## src/rtl/router_pkg.sv

```systemverilog
// rtl/router_pkg.sv - shared types and constants for the router packet receiver
package router_pkg;

   typedef enum logic [1:0] {
      IDLE     = 2'd0,
      HDR_WAIT = 2'd1,
      BODY     = 2'd2,
      DONE     = 2'd3
   } state_e;

   localparam logic [1:0] ERR_NONE   = 2'b00;
   localparam logic [1:0] ERR_PARITY = 2'b01;
   localparam logic [1:0] ERR_ADDR   = 2'b10;
   localparam logic [1:0] ERR_ABORT  = 2'b11;

   localparam int ADDR_LSB = 0;
   localparam int ADDR_W   = 2;
   localparam int LEN_LSB  = 2;
   localparam int LEN_W    = 6;

endpackage

```

## src/rtl/router_parity_chk.sv

```systemverilog
// rtl/router_parity_chk.sv - running XOR parity accumulator with clear, seed and compare
module router_parity_chk
   import router_pkg::*;
(
   input  logic       clock,
   input  logic       reset,
   input  logic       clr,
   input  logic       seed,
   input  logic [7:0] seed_data,
   input  logic       acc_en,
   input  logic [7:0] acc_data,
   input  logic [7:0] cmp_data,
   output logic       match
);

   logic [7:0] par_q;
   logic [7:0] par_d;

   always_comb begin
      par_d = par_q;
      if (clr) begin
         par_d = 8'h00;
      end else if (seed) begin
         par_d = seed_data;
      end else if (acc_en) begin
         par_d = par_q ^ acc_data;
      end
   end

   always_ff @(posedge clock) begin
      if (reset) begin
         par_q <= 8'h00;
      end else begin
         par_q <= par_d;
      end
   end

   assign match = (par_q == cmp_data);

endmodule

```

## src/rtl/router_pkt_rx.sv

```systemverilog
// rtl/router_pkt_rx.sv - drains one router output FIFO and checks packets; ROUTER_PKT_RX_STATS_EN adds counters
module router_pkt_rx
   import router_pkg::*;
#(
   parameter logic [1:0] PORT_ID   = 2'd0,
   parameter int         STALL_MAX = 29
) (
   input  logic       clock,
   input  logic       reset,
   input  logic       vld_out,
   input  logic [7:0] data_out,
   output logic       read_enb,
   input  logic       rx_ready,
   output logic [7:0] rd_data,
   output logic       rd_valid,
   output logic       rd_sop,
   output logic       rd_eop,
   output logic       pkt_done,
   output logic       pkt_err,
   output logic [1:0] err_code,
   output logic       stall
`ifdef ROUTER_PKT_RX_STATS_EN
   ,
   output logic [15:0] pkt_cnt,
   output logic [15:0] err_cnt
`endif
);

   localparam int SW = (STALL_MAX < 2) ? 1 : $clog2(STALL_MAX + 1);
   localparam logic [SW-1:0] STALL_LIM = SW'(STALL_MAX);

   state_e           state_q, state_d;
   logic [LEN_W-1:0] len_q, len_d;
   logic [6:0]       rem_q, rem_d;
   logic [6:0]       issued_q, issued_d;
   logic             addr_err_q, addr_err_d;
   logic             par_err_q, par_err_d;
   logic             abort_q, abort_d;
   logic             vld_low_q, vld_low_d;
   logic             rd_valid_q, rd_valid_d;
   logic             rd_sop_q, rd_sop_d;
   logic             rd_eop_q, rd_eop_d;
   logic             pkt_done_q, pkt_done_d;
   logic             pkt_err_q, pkt_err_d;
   logic [1:0]       err_code_q, err_code_d;
   logic [SW-1:0]    stall_cnt_q, stall_cnt_d;

   logic [6:0]       len_p1;
   logic             par_clr, par_seed, par_acc, par_match;

   assign len_p1 = {1'b0, len_q} + 7'd1;

   always_comb begin
      read_enb = 1'b0;
      case (state_q)
         IDLE:    read_enb = vld_out & rx_ready;
         BODY:    read_enb = vld_out & rx_ready & (issued_q < len_p1);
         default: read_enb = 1'b0;
      endcase
   end

   always_comb begin
      state_d     = state_q;
      len_d       = len_q;
      rem_d       = rem_q;
      issued_d    = issued_q;
      addr_err_d  = addr_err_q;
      par_err_d   = par_err_q;
      abort_d     = abort_q;
      vld_low_d   = 1'b0;
      rd_valid_d  = read_enb;
      rd_sop_d    = 1'b0;
      rd_eop_d    = 1'b0;
      pkt_done_d  = 1'b0;
      pkt_err_d   = 1'b0;
      err_code_d  = err_code_q;
      par_clr     = 1'b0;
      par_seed    = 1'b0;
      par_acc     = 1'b0;

      case (state_q)
         IDLE: begin
            issued_d = 7'd0;
            if (read_enb) begin
               rd_sop_d = 1'b1;
               state_d  = HDR_WAIT;
            end
         end
         HDR_WAIT: begin
            // The header read was issued from IDLE, so its byte is on data_out now.
            len_d      = data_out[LEN_LSB +: LEN_W];
            addr_err_d = (data_out[ADDR_LSB +: ADDR_W] != PORT_ID);
            rem_d      = {1'b0, data_out[LEN_LSB +: LEN_W]} + 7'd1;
            issued_d   = 7'd0;
            par_err_d  = 1'b0;
            abort_d    = 1'b0;
            par_seed   = 1'b1;
            state_d    = BODY;
         end
         BODY: begin
            vld_low_d = ~vld_out;
            if (read_enb) begin
               issued_d = issued_q + 7'd1;
               rd_eop_d = (issued_q == {1'b0, len_q});
            end
            if (rd_valid_q) begin
               rem_d = rem_q - 7'd1;
               if (rem_q == 7'd1) begin
                  par_err_d = ~par_match;
                  state_d   = DONE;
               end else begin
                  par_acc = 1'b1;
               end
            end else if (!vld_out && vld_low_q) begin
               // Two idle cycles mid-packet means the router flushed its FIFO.
               abort_d = 1'b1;
               state_d = DONE;
            end
         end
         DONE: begin
            par_clr = 1'b1;
            state_d = IDLE;
         end
         default: state_d = IDLE;
      endcase

      if (state_d == DONE && state_q != DONE) begin
         pkt_done_d = 1'b1;
         if (abort_d)         err_code_d = ERR_ABORT;
         else if (addr_err_d) err_code_d = ERR_ADDR;
         else if (par_err_d)  err_code_d = ERR_PARITY;
         else                 err_code_d = ERR_NONE;
         pkt_err_d = (err_code_d != ERR_NONE);
      end

      stall_cnt_d = stall_cnt_q;
      if (vld_out && !read_enb) begin
         if (stall_cnt_q != STALL_LIM) stall_cnt_d = stall_cnt_q + 1'b1;
      end else begin
         stall_cnt_d = '0;
      end
   end

   always_ff @(posedge clock) begin
      if (reset) begin
         state_q     <= IDLE;
         len_q       <= '0;
         rem_q       <= 7'd0;
         issued_q    <= 7'd0;
         addr_err_q  <= 1'b0;
         par_err_q   <= 1'b0;
         abort_q     <= 1'b0;
         vld_low_q   <= 1'b0;
         rd_valid_q  <= 1'b0;
         rd_sop_q    <= 1'b0;
         rd_eop_q    <= 1'b0;
         pkt_done_q  <= 1'b0;
         pkt_err_q   <= 1'b0;
         err_code_q  <= ERR_NONE;
         stall_cnt_q <= '0;
      end else begin
         state_q     <= state_d;
         len_q       <= len_d;
         rem_q       <= rem_d;
         issued_q    <= issued_d;
         addr_err_q  <= addr_err_d;
         par_err_q   <= par_err_d;
         abort_q     <= abort_d;
         vld_low_q   <= vld_low_d;
         rd_valid_q  <= rd_valid_d;
         rd_sop_q    <= rd_sop_d;
         rd_eop_q    <= rd_eop_d;
         pkt_done_q  <= pkt_done_d;
         pkt_err_q   <= pkt_err_d;
         err_code_q  <= err_code_d;
         stall_cnt_q <= stall_cnt_d;
      end
   end

   router_parity_chk u_parity (
      .clock     (clock),
      .reset     (reset),
      .clr       (par_clr),
      .seed      (par_seed),
      .seed_data (data_out),
      .acc_en    (par_acc),
      .acc_data  (data_out),
      .cmp_data  (data_out),
      .match     (par_match)
   );

   assign rd_data  = data_out;
   assign rd_valid = rd_valid_q;
   assign rd_sop   = rd_sop_q;
   assign rd_eop   = rd_eop_q;
   assign pkt_done = pkt_done_q;
   assign pkt_err  = pkt_err_q;
   assign err_code = err_code_q;
   assign stall    = (stall_cnt_q == STALL_LIM);

`ifdef ROUTER_PKT_RX_STATS_EN
   logic [15:0] pkt_cnt_q, pkt_cnt_d;
   logic [15:0] err_cnt_q, err_cnt_d;

   always_comb begin
      pkt_cnt_d = pkt_cnt_q;
      err_cnt_d = err_cnt_q;
      if (pkt_done_q && pkt_cnt_q != 16'hFFFF) pkt_cnt_d = pkt_cnt_q + 16'd1;
      if (pkt_err_q && err_cnt_q != 16'hFFFF)  err_cnt_d = err_cnt_q + 16'd1;
   end

   always_ff @(posedge clock) begin
      if (reset) begin
         pkt_cnt_q <= 16'd0;
         err_cnt_q <= 16'd0;
      end else begin
         pkt_cnt_q <= pkt_cnt_d;
         err_cnt_q <= err_cnt_d;
      end
   end

   assign pkt_cnt = pkt_cnt_q;
   assign err_cnt = err_cnt_q;
`endif

endmodule

```

## config.mk

```make
export PLATFORM = sky130hd
export DESIGN_NAME = router_pkt_rx
export DESIGN_NICKNAME = d
export VERILOG_FILES = /design/src/rtl/router_pkg.sv /design/src/rtl/router_parity_chk.sv /design/src/rtl/router_pkt_rx.sv
export SDC_FILE = /design/constraint.sdc
export NUM_CORES = 1
export LEC_CHECK = 0
export BUFFER_PORTS_ARGS = -buffer_cell sky130_fd_sc_hd__clkbuf_2
export CAP_MARGIN = 20
export CELL_PAD_IN_SITES_DETAIL_PLACEMENT = 0
export CELL_PAD_IN_SITES_GLOBAL_PLACEMENT = 1
export CORE_MARGIN = 1.5
export CORE_UTILIZATION = 40
export CTS_CLUSTER_DIAMETER = 60
export DETAILED_ROUTE_END_ITERATION = 10
export PLACE_DENSITY_LB_ADDON = 0.12
export SYNTH_ARGS = -nofsm -noshare
export SYNTH_HDL_FRONTEND = slang
export SYNTH_SLANG_ARGS = --single-unit
```

## constraint.sdc

```tcl
create_clock -name clock -period 2.15 [get_ports clock]
set_input_delay 0.1075 -clock clock [delete_from_list [all_inputs] [get_ports clock]]
set_output_delay 0.1075 -clock clock [all_outputs]
set_load 0.03 [all_outputs]
```

==> run_results.csv <==
group,metric,value,unit
run_status,run_status,"finished, violations left",
run_status,failing_checks,"negative setup slack",
placement,placement.cell_area,0.00311,mm^2
timing,final.period_utilization,106,%
floorplanning,fp.dieW,86.6,um
global_route,first_pass_grt_wire_length,10.9,mm
detailed_routing,ant_nets,0,
setup_path,timing.critical_path.fanout_max,3,
floorplanning,core-area,0.00676,mm^2
cts,clk_pin_slew_worst_paths,0.09,ns
synth,synth_largest_type_area_fraction,33.0,%
synth,netlist_top_cells_area,"dfxtp_1 33%, ha_1 8.1%, nor2_1 5.5%, xor2_1 4.7%, nand2_1 4.4%",
detailed_routing,met2WireLength,3.04,mm
global_route,gr-total-overflow,0,
cells_and_area,final_layout_size_suffix_gt1_share,26.5,%
detailed_routing,dr_iter_0_viols,91,
setup_path,timing.critical_path.from_type,"flip-flop",
synth,synthesis.nets,366,
detailed_routing,detail_route.first_pass.iterations,5,
synth,avgSynthCellArea,8.32,um^2
synth,syn_warnings,0,
synth,netlist_instances,336,
floorplanning,initial_utilization,41.4,%
detailed_routing,routedWlPerCell,14.9,um
global_route,number_of_antenna_violations_at_the_first_check_in_global_routing,0,
placement,port-buffer-count,28,
timing,grt_setup_unrepaired,"yes",
placement,dpl_cells,446,
setup_path,critPathCaptureType,"primary output",
detailed_routing,post-route-drc-count,0,
cells_and_area,syn_to_final_growth,22.4,%
pwr,worst_ir_drop_vdd,0.000365,V
timing,setup_viol,7,
placement,placer_congestion_estimate,0.837,
timing,finalCriticalPeriod,2.27,ns
global_route,via_count_of_the_first_global_routing_pass,2206,
cts,cts_buffers,5,
global_route,global_route.usage.total,18.5,%
synth,synth_flop_cell,"dfxtp_1",
timing,worstMarginPinSlew,0.558,ns
timing,timing.final.hold_violations,0,
cells_and_area,final_design_area_no_fill,0.00342,mm^2
timing,slew_viol_final,0,
timing,fmax,440,MHz
synth,netlist_area,0.00279,mm^2
cts,clkSinkCount,46,
cells_and_area,antenna_cells,0,
worst_hold_path,hold_removal_path_class,"input port to flip-flop",
floorplanning,die_height,86.6,um
synth,synth.largest_area_cell,"dfxtp_1",
synth,yosysSeqAreaShare,33.0,%
synth,synth_enable_flop_cells,0,
cts,root_buffer,"clkbuf_8",
floorplanning,die-area,0.00750,mm^2
timing,slew_headroom,62.5,%
flow_run,max_cap_viol_count,0,
detailed_routing,detailed_route_via_count,2419,
pwr,cellLeakagePower,1.35,nW
pwr,power_density,928,mW/mm^2
detailed_routing,drt-met1-wl,3.52,mm
floorplanning,top_level_ports,29,
cts,clock_tree.buffer_depth,2,
global_route,grt_start_max_net_pins,18,
synth,synth.most_common_cell,"dfxtp_1",
cts,tritoncts,"built",
setup_path,cp.required,2.04,ns
setup_path,reg2regPathDepth,11,
synth,synth-seq-cells,46,
placement,dp_hpwl,4.94,mm
synth,post_synth_num_cell_types,50,
detailed_routing,routed_wirelength,6.81,mm
setup_path,cp_arrival,2.16,ns
detailed_routing,met3RoutedLength,210,um
timing,post-route-worst-setup-slack,-0.121,ns
floorplanning,core.rowCount,30,
cts,htreeDepth,2,
setup_path,criticalPathCategory,"flip-flop to primary output",
worst_hold_path,min_delay_path_depth,2,
timing,final.setup_skew,0.0103,ns
detailed_routing,highest_layer,"met4",
cells_and_area,post_layout_nonfiller_instances,458,
cts,skew_pair_late_insertion_delay,0.30,ns
detailed_routing,route.detailed.vias_per_inst,5.28,
synth,fraction_of_registers_with_async_set_or_reset_after_synthesis,0,%
synth,synth_commonest_cells,"46 x dfxtp_1, 41 x nor2_1, 33 x nand2_1",
cts,cts-hold-fix-buffers,0,
cells_and_area,fin_nets,407,
[metal layers]
layer	track usage, %	vias to the layer above
li1	-	1252
met1	27.6	1117
met2	27.5	48
met3	2.95	2
met4	4.69	0
met5	0	-
[power by group]
group          leakage [nW]  switching [mW]  internal, mW
sequential            0.375           0.114         0.983
combinational         0.899           0.757         0.526
clock                0.0714           0.298         0.496
[metrics by stage]
| step | TNS (ns) | total power, mW | setup slack, ns | hold slack, ns | util [%] |
|---|---|---|---|---|---|
| after floorplan | 0 | 1.96 | 0.00978 | 0.184 | - |
| after global placement | -0.129 | 2.30 | -0.0841 | 0.387 | 46.1 |
| after detailed placement | -0.363 | 2.30 | -0.0992 | 0.384 | 46.1 |
| after CTS | -0.434 | 3.15 | -0.187 | 0.0565 | 49.4 |
| after global routing | -1.61 | 3.37 | -0.244 | 0.0600 | 50.6 |
| final | -0.335 | 3.17 | -0.121 | 0.0609 | 50.6 |
[cell usage in the layout (no fill, tap or decap), drive strengths merged, types with 2 or more instances in the layout]
cell type and count:
nor3 4, and3 3, or4 2, nand3b 8
o21ai 16, bufinv 2, a2111oi 2, mux2i 12
ha 18, inv 16, nor3b 2, nand3 10
xor2 15, a211oi 6, buf 29, a21o 2
dfxtp 46, a31oi 8, nand2 33, nor2b 5
clkbuf 33, o22ai 2, nor2 41, a21oi 20
nand4 4, a31o 4, or3 7, xnor2 9
nor4 7
[flip-flops by register name, summed over array words and instances (netlist names), 2 cells and up]
name and count:
rem_q 7, err_code 2, stall_cnt_q 5, state_q 2, u_parity.par_q 8, len_q 6
issued_q 7
[final cells by class]
| type | instances | area [um^2] |
|---|---|---|
| timing repair buffer | 56 | 360 |
| tap | 80 | 100 |
| sequential | 46 | 926 |
| inverter | 16 | 60.1 |
| multi-input combinational | 252 | 1830 |
| clock inverter | 2 | 60.1 |
| fill | 664 | 3340 |
| clock buffer | 6 | 82.6 |
[critical path, stage by stage, from the launching register on]
cell	delay, ns
dfxtp_2	0.36
ha_4	0.15
nand3_2	0.07
xor2_1	0.15
ha_1	0.30
a21oi_2	0.14
or3_4	0.14
nand2_4	0.05
or3_4	0.33
inv_2	0.07
buf_8	0.11
[timing repair]
item	4_1_cts	5_1_grt
setup buffers	4	0
gates resized for setup	11	15
cloned	0	0
pin swaps	12	8
setup endpoints to repair	7	15
[kinds of logic after synthesis]
group,share of synthesized area [%]
simple gates,24.1
fa+ha+maj,8.06
xor+xnor,7.52
mux,4.30
flops,33.0
buf+inv,6.40
compound gates,16.6
[worst paths after layout]
kind	from	endpoint	slack (ns)
worst min register to register	stall_cnt_q[4]$_SDFFE_PP0N_	stall_cnt_q[4]$_SDFFE_PP0N_	0.49
worst max-delay path	len_q[0]$_SDFFE_PP0P_	read_enb	-0.12
worst max register to register	len_q[4]$_SDFFE_PP0P_	issued_q[5]$_SDFFE_PP0P_	-0.05
worst min-delay path	vld_out	vld_low_q$_SDFF_PP0_	0.06
No activity file was read; power rests on OpenSTA's default activity.
